`src/rtl/rgb_pkg.sv`:
```
// Shared constants and types for the six-channel RGB PWM driver.
package rgb_pkg;

  localparam int unsigned NUM_CH = 6;
  localparam int unsigned DUTY_W = 4;
  localparam int unsigned PRE_W  = 16;

  localparam logic [2:0] SEL_BCAST = 3'd7;

  // Channel index == bit position on the LED bus.
  localparam int unsigned CH_R0 = 0;
  localparam int unsigned CH_G0 = 1;
  localparam int unsigned CH_B0 = 2;
  localparam int unsigned CH_R1 = 3;
  localparam int unsigned CH_G1 = 4;
  localparam int unsigned CH_B1 = 5;

  typedef logic [DUTY_W-1:0] duty_t;

  localparam duty_t PWM_LAST = 4'hf;

  typedef struct packed {
    logic       wr;
    logic [2:0] sel;
    duty_t      duty;
  } wr_req_t;

  // Sel 6 matches nothing; broadcast matches every channel.
  function automatic logic sel_hits(logic [2:0] sel, int unsigned ch);
    return (sel == SEL_BCAST) || (sel == ch[2:0]);
  endfunction

endpackage

```
`src/rtl/rgb_pwm_driver_if.sv`:
```
// Write port and PWM outputs of the RGB PWM driver.
interface rgb_pwm_driver_if;
  import rgb_pkg::*;

  logic        En;
  logic        Wr;
  logic [2:0]  Sel;
  duty_t       Duty;
  logic [5:0]  Out;
  logic        Period_Start;

  modport master (
    output En,
    output Wr,
    output Sel,
    output Duty,
    input  Out,
    input  Period_Start
  );

  modport slave (
    input  En,
    input  Wr,
    input  Sel,
    input  Duty,
    output Out,
    output Period_Start
  );

endinterface

```
`src/rtl/pwm_channel.sv`:
```
// One PWM channel: committed duty register and registered comparator.
module pwm_channel
  import rgb_pkg::*;
(
  input  logic              clk,
  input  logic              rst_n,
  input  logic              en,
  input  logic              load,
  input  duty_t             shadow,
  input  logic [DUTY_W-1:0] pwm_cnt,
  output logic              out
);

  duty_t active_q, active_d;
  logic  out_q, out_d;

  // While idle the active register follows the shadow so an enable starts with fresh values.
  always_comb begin
    active_d = active_q;
    if (!en || load) begin
      active_d = shadow;
    end
    out_d = en && (pwm_cnt < active_q);
  end

  always_ff @(posedge clk or negedge rst_n) begin
    if (!rst_n) begin
      active_q <= '0;
      out_q    <= 1'b0;
    end else begin
      active_q <= active_d;
      out_q    <= out_d;
    end
  end

  assign out = out_q;

endmodule

```
`src/rtl/rgb_pwm_driver.sv`:
```
// Six-channel PWM driver: prescaler, period counter, shadow registers and write decode.
module rgb_pwm_driver
  import rgb_pkg::*;
#(
  parameter int unsigned PRESCALE = 1000
) (
  input logic       clk,
  input logic       rst_n,
  rgb_pwm_driver_if.slave bus
);

  localparam logic [PRE_W-1:0] PreLast = PRE_W'(PRESCALE - 1);

  logic [PRE_W-1:0]  pre_cnt_q, pre_cnt_d;
  logic [DUTY_W-1:0] pwm_cnt_q, pwm_cnt_d;
  duty_t             shadow_q [NUM_CH];
  duty_t             shadow_d [NUM_CH];
  logic              ps_q, ps_d;
  logic              tick;
  logic              commit;
  logic [NUM_CH-1:0] ch_out;
  wr_req_t           req;

  assign req    = '{wr: bus.Wr, sel: bus.Sel, duty: bus.Duty};
  assign tick   = bus.En && (pre_cnt_q == PreLast);
  assign commit = tick && (pwm_cnt_q == PWM_LAST);

  always_comb begin
    pre_cnt_d = '0;
    pwm_cnt_d = '0;
    if (bus.En) begin
      pre_cnt_d = tick ? '0 : pre_cnt_q + PRE_W'(1);
      pwm_cnt_d = pwm_cnt_q + {{(DUTY_W-1){1'b0}}, tick};
    end
    ps_d = commit;
  end

  // Commit samples shadow_q, so a write on the boundary cycle waits one more period.
  always_comb begin
    for (int unsigned i = 0; i < NUM_CH; i++) begin
      shadow_d[i] = shadow_q[i];
      if (req.wr && sel_hits(req.sel, i)) begin
        shadow_d[i] = req.duty;
      end
    end
  end

  always_ff @(posedge clk or negedge rst_n) begin
    if (!rst_n) begin
      pre_cnt_q <= '0;
      pwm_cnt_q <= '0;
      ps_q      <= 1'b0;
      for (int unsigned i = 0; i < NUM_CH; i++) begin
        shadow_q[i] <= '0;
      end
    end else begin
      pre_cnt_q <= pre_cnt_d;
      pwm_cnt_q <= pwm_cnt_d;
      ps_q      <= ps_d;
      for (int unsigned i = 0; i < NUM_CH; i++) begin
        shadow_q[i] <= shadow_d[i];
      end
    end
  end

  for (genvar g = 0; g < NUM_CH; g++) begin : gen_ch
    pwm_channel u_ch (
      .clk     (clk),
      .rst_n   (rst_n),
      .en      (bus.En),
      .load    (commit),
      .shadow  (shadow_q[g]),
      .pwm_cnt (pwm_cnt_q),
      .out     (ch_out[g])
    );
  end

  assign bus.Out = {ch_out[CH_B1], ch_out[CH_G1], ch_out[CH_R1],
                    ch_out[CH_B0], ch_out[CH_G0], ch_out[CH_R0]};
  assign bus.Period_Start = ps_q;

  idle_quiet_a: assert property (@(posedge clk) disable iff (!rst_n)
    !bus.En |=> (bus.Out == '0) && !bus.Period_Start);

endmodule

```
`src/flat_wrapper.sv`:
```
// flat-port wrapper written by rule: the top's interface ports become plain ports
module rgb_pwm_driver_flat import rgb_pkg::*;
#(
  parameter int unsigned PRESCALE = 1000
)
  (clk, rst_n, bus_En, bus_Wr, bus_Sel, bus_Duty, bus_Out, bus_Period_Start);
  rgb_pwm_driver_if bus_i ();
  input logic clk;
  input logic rst_n;
  input wire logic [$bits(bus_i.En)-1:0] bus_En;
  input wire logic [$bits(bus_i.Wr)-1:0] bus_Wr;
  input wire logic [$bits(bus_i.Sel)-1:0] bus_Sel;
  input wire logic [$bits(bus_i.Duty)-1:0] bus_Duty;
  output wire logic [$bits(bus_i.Out)-1:0] bus_Out;
  output wire logic [$bits(bus_i.Period_Start)-1:0] bus_Period_Start;
  assign bus_i.En = bus_En;
  assign bus_i.Wr = bus_Wr;
  assign bus_i.Sel = bus_Sel;
  assign bus_i.Duty = bus_Duty;
  assign bus_Out = bus_i.Out;
  assign bus_Period_Start = bus_i.Period_Start;
  rgb_pwm_driver #(.PRESCALE(PRESCALE)) u_core (.clk(clk), .rst_n(rst_n), .bus(bus_i));
endmodule
```
`config.mk`:
```
export PLATFORM = sky130hd
export DESIGN_NAME = rgb_pwm_driver_flat
export DESIGN_NICKNAME = d
export VERILOG_FILES = /design/src/rtl/rgb_pkg.sv /design/src/rtl/rgb_pwm_driver_if.sv /design/src/rtl/pwm_channel.sv /design/src/rtl/rgb_pwm_driver.sv /design/src/flat_wrapper.sv
export SDC_FILE = /design/constraint.sdc
export NUM_CORES = 1
export LEC_CHECK = 0
export BUFFER_PORTS_ARGS = -buffer_cell sky130_fd_sc_hd__buf_2
export CORE_ASPECT_RATIO = 0.7
export CORE_MARGIN = 1.5
export CORE_UTILIZATION = 45
export CTS_BUF_LIST = sky130_fd_sc_hd__clkbuf_8
export DETAILED_ROUTE_END_ITERATION = 8
export HOLD_SLACK_MARGIN = 0.05
export PLACE_DENSITY = 0.6
export SLEW_MARGIN = 25
export SYNTH_ARGS = -nofsm -noshare
export SYNTH_HDL_FRONTEND = slang
export SYNTH_SLANG_ARGS = --single-unit
```
`constraint.sdc`:
```
create_clock -name clk -period 4.9 [get_ports clk]
set_input_delay 0.49 -clock clk [delete_from_list [all_inputs] [get_ports clk]]
set_output_delay 0.49 -clock clk [all_outputs]
set_load 0.02 [all_outputs]
```
==> impl_metrics.ini, run 1 <==
[outcome]
status = finished, final reports clean

[critical_path]
critPathLaunchType = flip-flop
arrival_ns = 2.59
cp_slowest_cell = o21ai_4
reg2regPathDepth = 6
critical_path_class = flip-flop to flip-flop
r2r-start = u_core.pre_cnt_q[0]$_DFF_PN0_
slowest_delay_ns = 0.49
cp_max_fo = 15
worstSetupStartpoint = u_core.pre_cnt_q[0]$_DFF_PN0_
cp.required_ns = 5.14
worstPathCellList = ha_1 > and4bb_2 > nand4_4 > o21ai_4 > buf_16 > mux2_2
endpoint_kind = flip-flop

[clock_tree]
cts-hold-fix-buffers = 0
clk_pin_slew_ns = 0.08
cts_root_buf = clkbuf_8
clkLatencyLatePin_ns = 0.35
cts_inserted_buffers = 9
clock-sinks = 75
htreeDepth = 3
postCtsSetupBuffers = 0
cts_tree = built
ctsResizeCount = 0
clockBufferDepth = 2

[power_and_ir_drop]
ir_drop_mv = 0.157
p_leak_uw = 0.00205
p_per_area_nw_per_um2 = 365

[drt]
totalWireLength_mm = 6.45
vias = 2081
antenna_left = 0
first_iter_violations = 88
post-route-drc-count = 0
wire_per_inst_um = 15.9
dr.pass1.iters = 4
vias_per_cell = 5.13

[yosys]
yosysMostFrequentCell = dfrtp_1
synth_area_per_cell_um2 = 12.8
syn_nets = 321
synth_common_cells = 75 x dfrtp_1, 28 x mux2_2, 21 x ha_1
yosysUniqueCellTypes = 30
ys_seq_area_frac = 0.508
synth_area_leaders = dfrtp_1 51%, mux2_2 8.5%, mux2_4 8.1%, ha_1 7.1%, xor2_1 3.6%
ys.flop_type = dfrtp_1
netlist.area_leader.share = 0.508
synth_area_leader_cell = dfrtp_1
ys_async_sr_fraction = 1.00
synth_edf_count = 0
synth_area_um2 = 3690
syn_inst = 289
yosysWarnings = 0
ys_ff_latch = 75

[timing]
worstMarginPinSlew_ns = 0.725
hold_viol_final = 0
max_freq_mhz = 425
skew_ns = 0.00933
maxSlewViolCount = 0
relSlewSlack = 0.511
setup_violations = 0
fin_crit_sh = 0.480
tns_ns = 0
fin_crit_ns = 2.35
rsz0062_at_grt = no

[grt]
antenna_found_initial = 0
grt.total_usage = 0.166
gr-total-overflow = 0
grt_pass1_wl_mm = 11.2
grt_max_degree = 76
grt_pass1_vias = 2115

[worst_hold_path]
hold_path.class = primary input to async pin

[die]
initial_core_util = 0.467
design.core.area_um2 = 7910
dieArea_um2 = 8770
pin_count = 18
rows = 27
die_y_um = 78.8
die_w_um = 111

[cells_and_area]
insertedDiodeCount = 0
drive_above_1_share = 0.289
num-fill-cells = 732
nets = 332
syn_to_final_growth_pct = 7.82
seq_area_um2 = 1880
multiInputGateArea_um2 = 1620
instances_no_fill = 406

[place]
dp_cells = 389
place_congestion = 0.770
dp_hpwl_mm = 4.31
place.port_buffers = 17

[flow_run]
timing.max_cap.violations = 0
-- placed cells by master, fill, tap and decap left out, types with 2 or more instances in the layout --
cell type / n
and3_1: 7
mux2_2: 28
nand2_1: 4
and2_1: 7
a21oi_1: 6
mux2_4: 20
clkinv_2: 3
nand4_1: 7
xnor2_1: 4
buf_2: 16
nand3_1: 7
nor2_1: 15
clkinvlp_4: 4
ha_1: 21
inv_1: 19
clkbuf_8: 9
nand2b_1: 10
and4_1: 4
dfrtp_1: 75
a21o_1: 12
xor2_1: 15
or2b_1: 2
-- final cells by class --
| type | instances | share of cell area |
|---|---|---|
| clock inverter | 7 | 0.0113 |
| multi-input combinational | 177 | 0.407 |
| inverter | 19 | 0.0179 |
| timing repair buffer | 18 | 0.0298 |
| clock buffer | 9 | 0.0311 |
| tap | 101 | 0.0317 |
| sequential | 75 | 0.471 |
-- where the power goes --
part,leakage (µW),switching (µW),internal [µW]
registers,0.000931,60.5,724
logic,0.00104,107,155
clock network,0.0000770,227,180
total,0.00205,395,1060
-- through the flow --
stage / utilization / total power (µW) / hold slack (ns) / setup WS [ns] / cell area [µm²]
after floorplan: - / 991 / 0.194 / 3.00 / 3690
after global placement: 0.479 / 1050 / 0.452 / 2.28 / 3780
after detailed placement: 0.479 / 1060 / 0.466 / 2.22 / 3780
after CTS: 0.500 / 1480 / 0.321 / 2.29 / 3950
after global routing: 0.504 / 1550 / 0.198 / 2.40 / 3980
final: 0.504 / 1450 / 0.161 / 2.55 / 3980
-- worst max-delay path: cells and delay by family (launching register included) --
family / cells / cell delay [ns]
compound gates: 1 / 0.49
fa+ha+maj: 1 / 0.35
buf+inv: 1 / 0.23
flops: 1 / 0.39
mux: 1 / 0.34
simple gates: 2 / 0.44
-- per-layer routing --
layer / global-route usage / vias to the layer above / wire length, µm
met5: 0 / - / 0
met4: 0.0418 / 0 / 45
met2: 0.224 / 30 / 2590
met1: 0.255 / 1041 / 3610
met3: 0.0519 / 4 / 201
li1: - / 1006 / -
-- state kept, by name (all words and copies together), names as in the netlist --
signal / flops
u_core.gen_ch.u_ch.active_q: 24
u_core.shadow_q: 24
u_core.pre_cnt_q: 16
u_core.gen_ch.u_ch.out: 6
u_core.pwm_cnt_q: 4
u_core.bus.Period_Start: 1
-- worst paths after layout --
| path | end | slack, ns |
|---|---|---|
| max in group asynchronous | u_core.shadow_q[17]$_DFFE_PN0P_ | 4.26 |
| hold reg to reg | u_core.pre_cnt_q[0]$_DFF_PN0_ | 0.48 |
| min in group clk | u_core.shadow_q[4]$_DFFE_PN0P_ | 0.48 |
| setup / recovery | u_core.gen_ch[0].u_ch.active_q[1]$_DFFE_PN0P_ | 2.55 |
| setup reg to reg | u_core.gen_ch[0].u_ch.active_q[1]$_DFFE_PN0P_ | 2.55 |
| hold / removal | u_core.pre_cnt_q[2]$_DFF_PN0_ | 0.16 |
-- kinds of logic (layout without fill, tap and decap cells) --
kind of cell,count (synthesis),after routing,synth area share
and+or+nand+nor,69,69,0.118
DFF,75,75,0.508
buffers and inverters,37,53,0.0532
muxes,48,48,0.167
AOI/OAI and AO/OA,20,20,0.0383
adders and majority gates,21,21,0.0711
xor gates and xnor gates,19,19,0.0450
Power figures use the tool's default switching activity.
==> run 2: changes to the inputs <==
- clock period: 4.9 -> 2.2 ns (I/O delays scaled with it)
==> run 2 against run 1 <==
Against the previous run: cell area is 3.4% higher; via count is 0.48% lower; clock power grew to 3.2 times the previous value; total power is 150% higher; register-to-register slack worse by 2.2 ns; hold slack better by 0.041 ns; cell count is 1.5% higher; routed wire length is 2.8% lower; combinational power is 120% higher; first-iteration DRC count is 32% lower.
==> impl_metrics.ini, run 2 (synthesis results as in run 1) <==
[clock_tree]
postCtsSetupBuffers = 0
cts_root_buf = clkbuf_8
cts_inserted_buffers = 9
cts_tree = built
clock-sinks = 75
clkLatencyLatePin_ns = 0.36
ctsResizeCount = 0
cts-hold-fix-buffers = 1
htreeDepth = 3
clockBufferDepth = 2
clk_pin_slew_ns = 0.08

[timing]
skew_ns = 0.0151
max_freq_mhz = 535
relSlewSlack = 0.670
worstMarginPinSlew_ns = 0.494
rsz0062_at_grt = no
fin_crit_ns = 1.87
hold_viol_final = 0
tns_ns = 0
setup_violations = 0
setup_slack_ns = 0.331
maxSlewViolCount = 0
fin_crit_sh = 0.850

[cells_and_area]
nets = 339
num-fill-cells = 698
final_common_cell = dfrtp_1
syn_to_final_growth_pct = 11.5
drive_above_1_share = 0.299
finalCoreUtilization = 0.521
instances_no_fill = 412
largestRegisters = u_core.gen_ch.u_ch.active_q x24, u_core.shadow_q x24, u_core.pre_cnt_q x16
insertedDiodeCount = 0
final_cell_mix = 75 x dfrtp_1, 28 x mux2_2, 21 x ha_1

[place]
place_congestion = 0.762
place.port_buffers = 17
pre_cts_ws_ns = 0.287
dp_hpwl_mm = 4.41
dp_cells = 396

[critical_path]
worstPathCellList = nor4b_2 > nand4_4 > o21ai_4 > buf_12 > mux2_2
slowest_delay_ns = 0.42
cp.required_ns = 2.44
critPathLaunchType = flip-flop
arrival_ns = 2.11
cp_max_fo = 24
crit_family = simple AND/OR/NAND/NOR gates
endpoint_kind = flip-flop
critical_path_class = flip-flop to flip-flop
cp_slowest_cell = dfrtp_1
critical_path_buf_inv_count = 1

[grt]
gr-total-overflow = 0
antenna_found_initial = 0
grt_pass1_wl_mm = 10.7
grt_pass1_vias = 2059
grt.total_usage = 0.162
grt_max_degree = 47

[die]
initial_core_util = 0.467
die_w_um = 111
die_y_um = 78.8
design.core.area_um2 = 7910
dieArea_um2 = 8770
rows = 27
pin_count = 18

[drt]
dr.pass1.iters = 4
wire_per_inst_um = 15.2
totalWireLength_mm = 6.27
vias_per_cell = 5.03
antenna_left = 0
first_iter_violations = 60
vias = 2071
post-route-drc-count = 0

[flow_run]
timing.max_cap.violations = 0

[power_and_ir_drop]
total_power_uw = 3630
p_per_area_nw_per_um2 = 881
ir_drop_mv = 0.472
p_leak_uw = 0.00213

[worst_hold_path]
hold_path.class = primary input to flip-flop

[outcome]
status = finished, final reports clean
## run 2: changes by cell type in the layout (fill, tap and decap cells not counted), sizes merged
cell | previous run | this run
clkinvlp | 4 | 1
dlygate4sd3 | 0 | 1
clkinv | 3 | 0
bufinv | 0 | 3
buf | 18 | 24
clkbuf | 9 | 11
## run 2: final timing paths
| kind | end | from | depth (start not counted) | slack [ns] |
|---|---|---|---|---|
| worst max-delay path | u_core.gen_ch[0].u_ch.active_q[2]$_DFFE_PN0P_ | u_core.pre_cnt_q[12]$_DFF_PN0_ | 5 | 0.33 |
| worst min-delay path | u_core.shadow_q[3]$_DFFE_PN0P_ | bus_Duty[3] | 2 | 0.20 |
| worst max register to register | u_core.gen_ch[0].u_ch.active_q[2]$_DFFE_PN0P_ | u_core.pre_cnt_q[12]$_DFF_PN0_ | 5 | 0.33 |
| worst min register to register | u_core.pre_cnt_q[0]$_DFF_PN0_ | u_core.pre_cnt_q[0]$_DFF_PN0_ | 1 | 0.49 |
| max in group asynchronous | u_core.shadow_q[11]$_DFFE_PN0P_ | rst_n | 3 | 1.28 |
| min in group asynchronous | u_core.pre_cnt_q[3]$_DFF_PN0_ | rst_n | 2 | 0.33 |
## run 2: layout make-up
cell class / instances / area, µm² / area share
Sequential cell: 75 / 1880 / 0.456
Multi-Input combinational cell: 177 / 1620 / 0.394
Timing Repair Buffer: 25 / 175 / 0.0425
Clock buffer: 11 / 151 / 0.0367
Tap cell: 101 / 126 / 0.0307
Clock inverter: 4 / 97.6 / 0.0237
Inverter: 19 / 71.3 / 0.0173
## run 2: metal layers
layer,share of wire,global-route usage
met1,0.55,0.244
met2,0.41,0.217
met3,0.028,0.0435
met4,0.017,0.0684
met5,0,0
## run 2: power breakdown
part / total [µW] / internal [µW] / switching [µW]
Clock: 1300 / 809 / 495
Combinational: 584 / 350 / 235
Sequential: 1740 / 1610 / 129
## run 2: through the flow
stage,cell area (µm²),hold WS (ns)
after floorplan,3690,-0.0756
after global placement,3860,0.181
after detailed placement,3860,0.182
after CTS,4120,0.185
after global routing,4120,0.201
final,4120,0.202
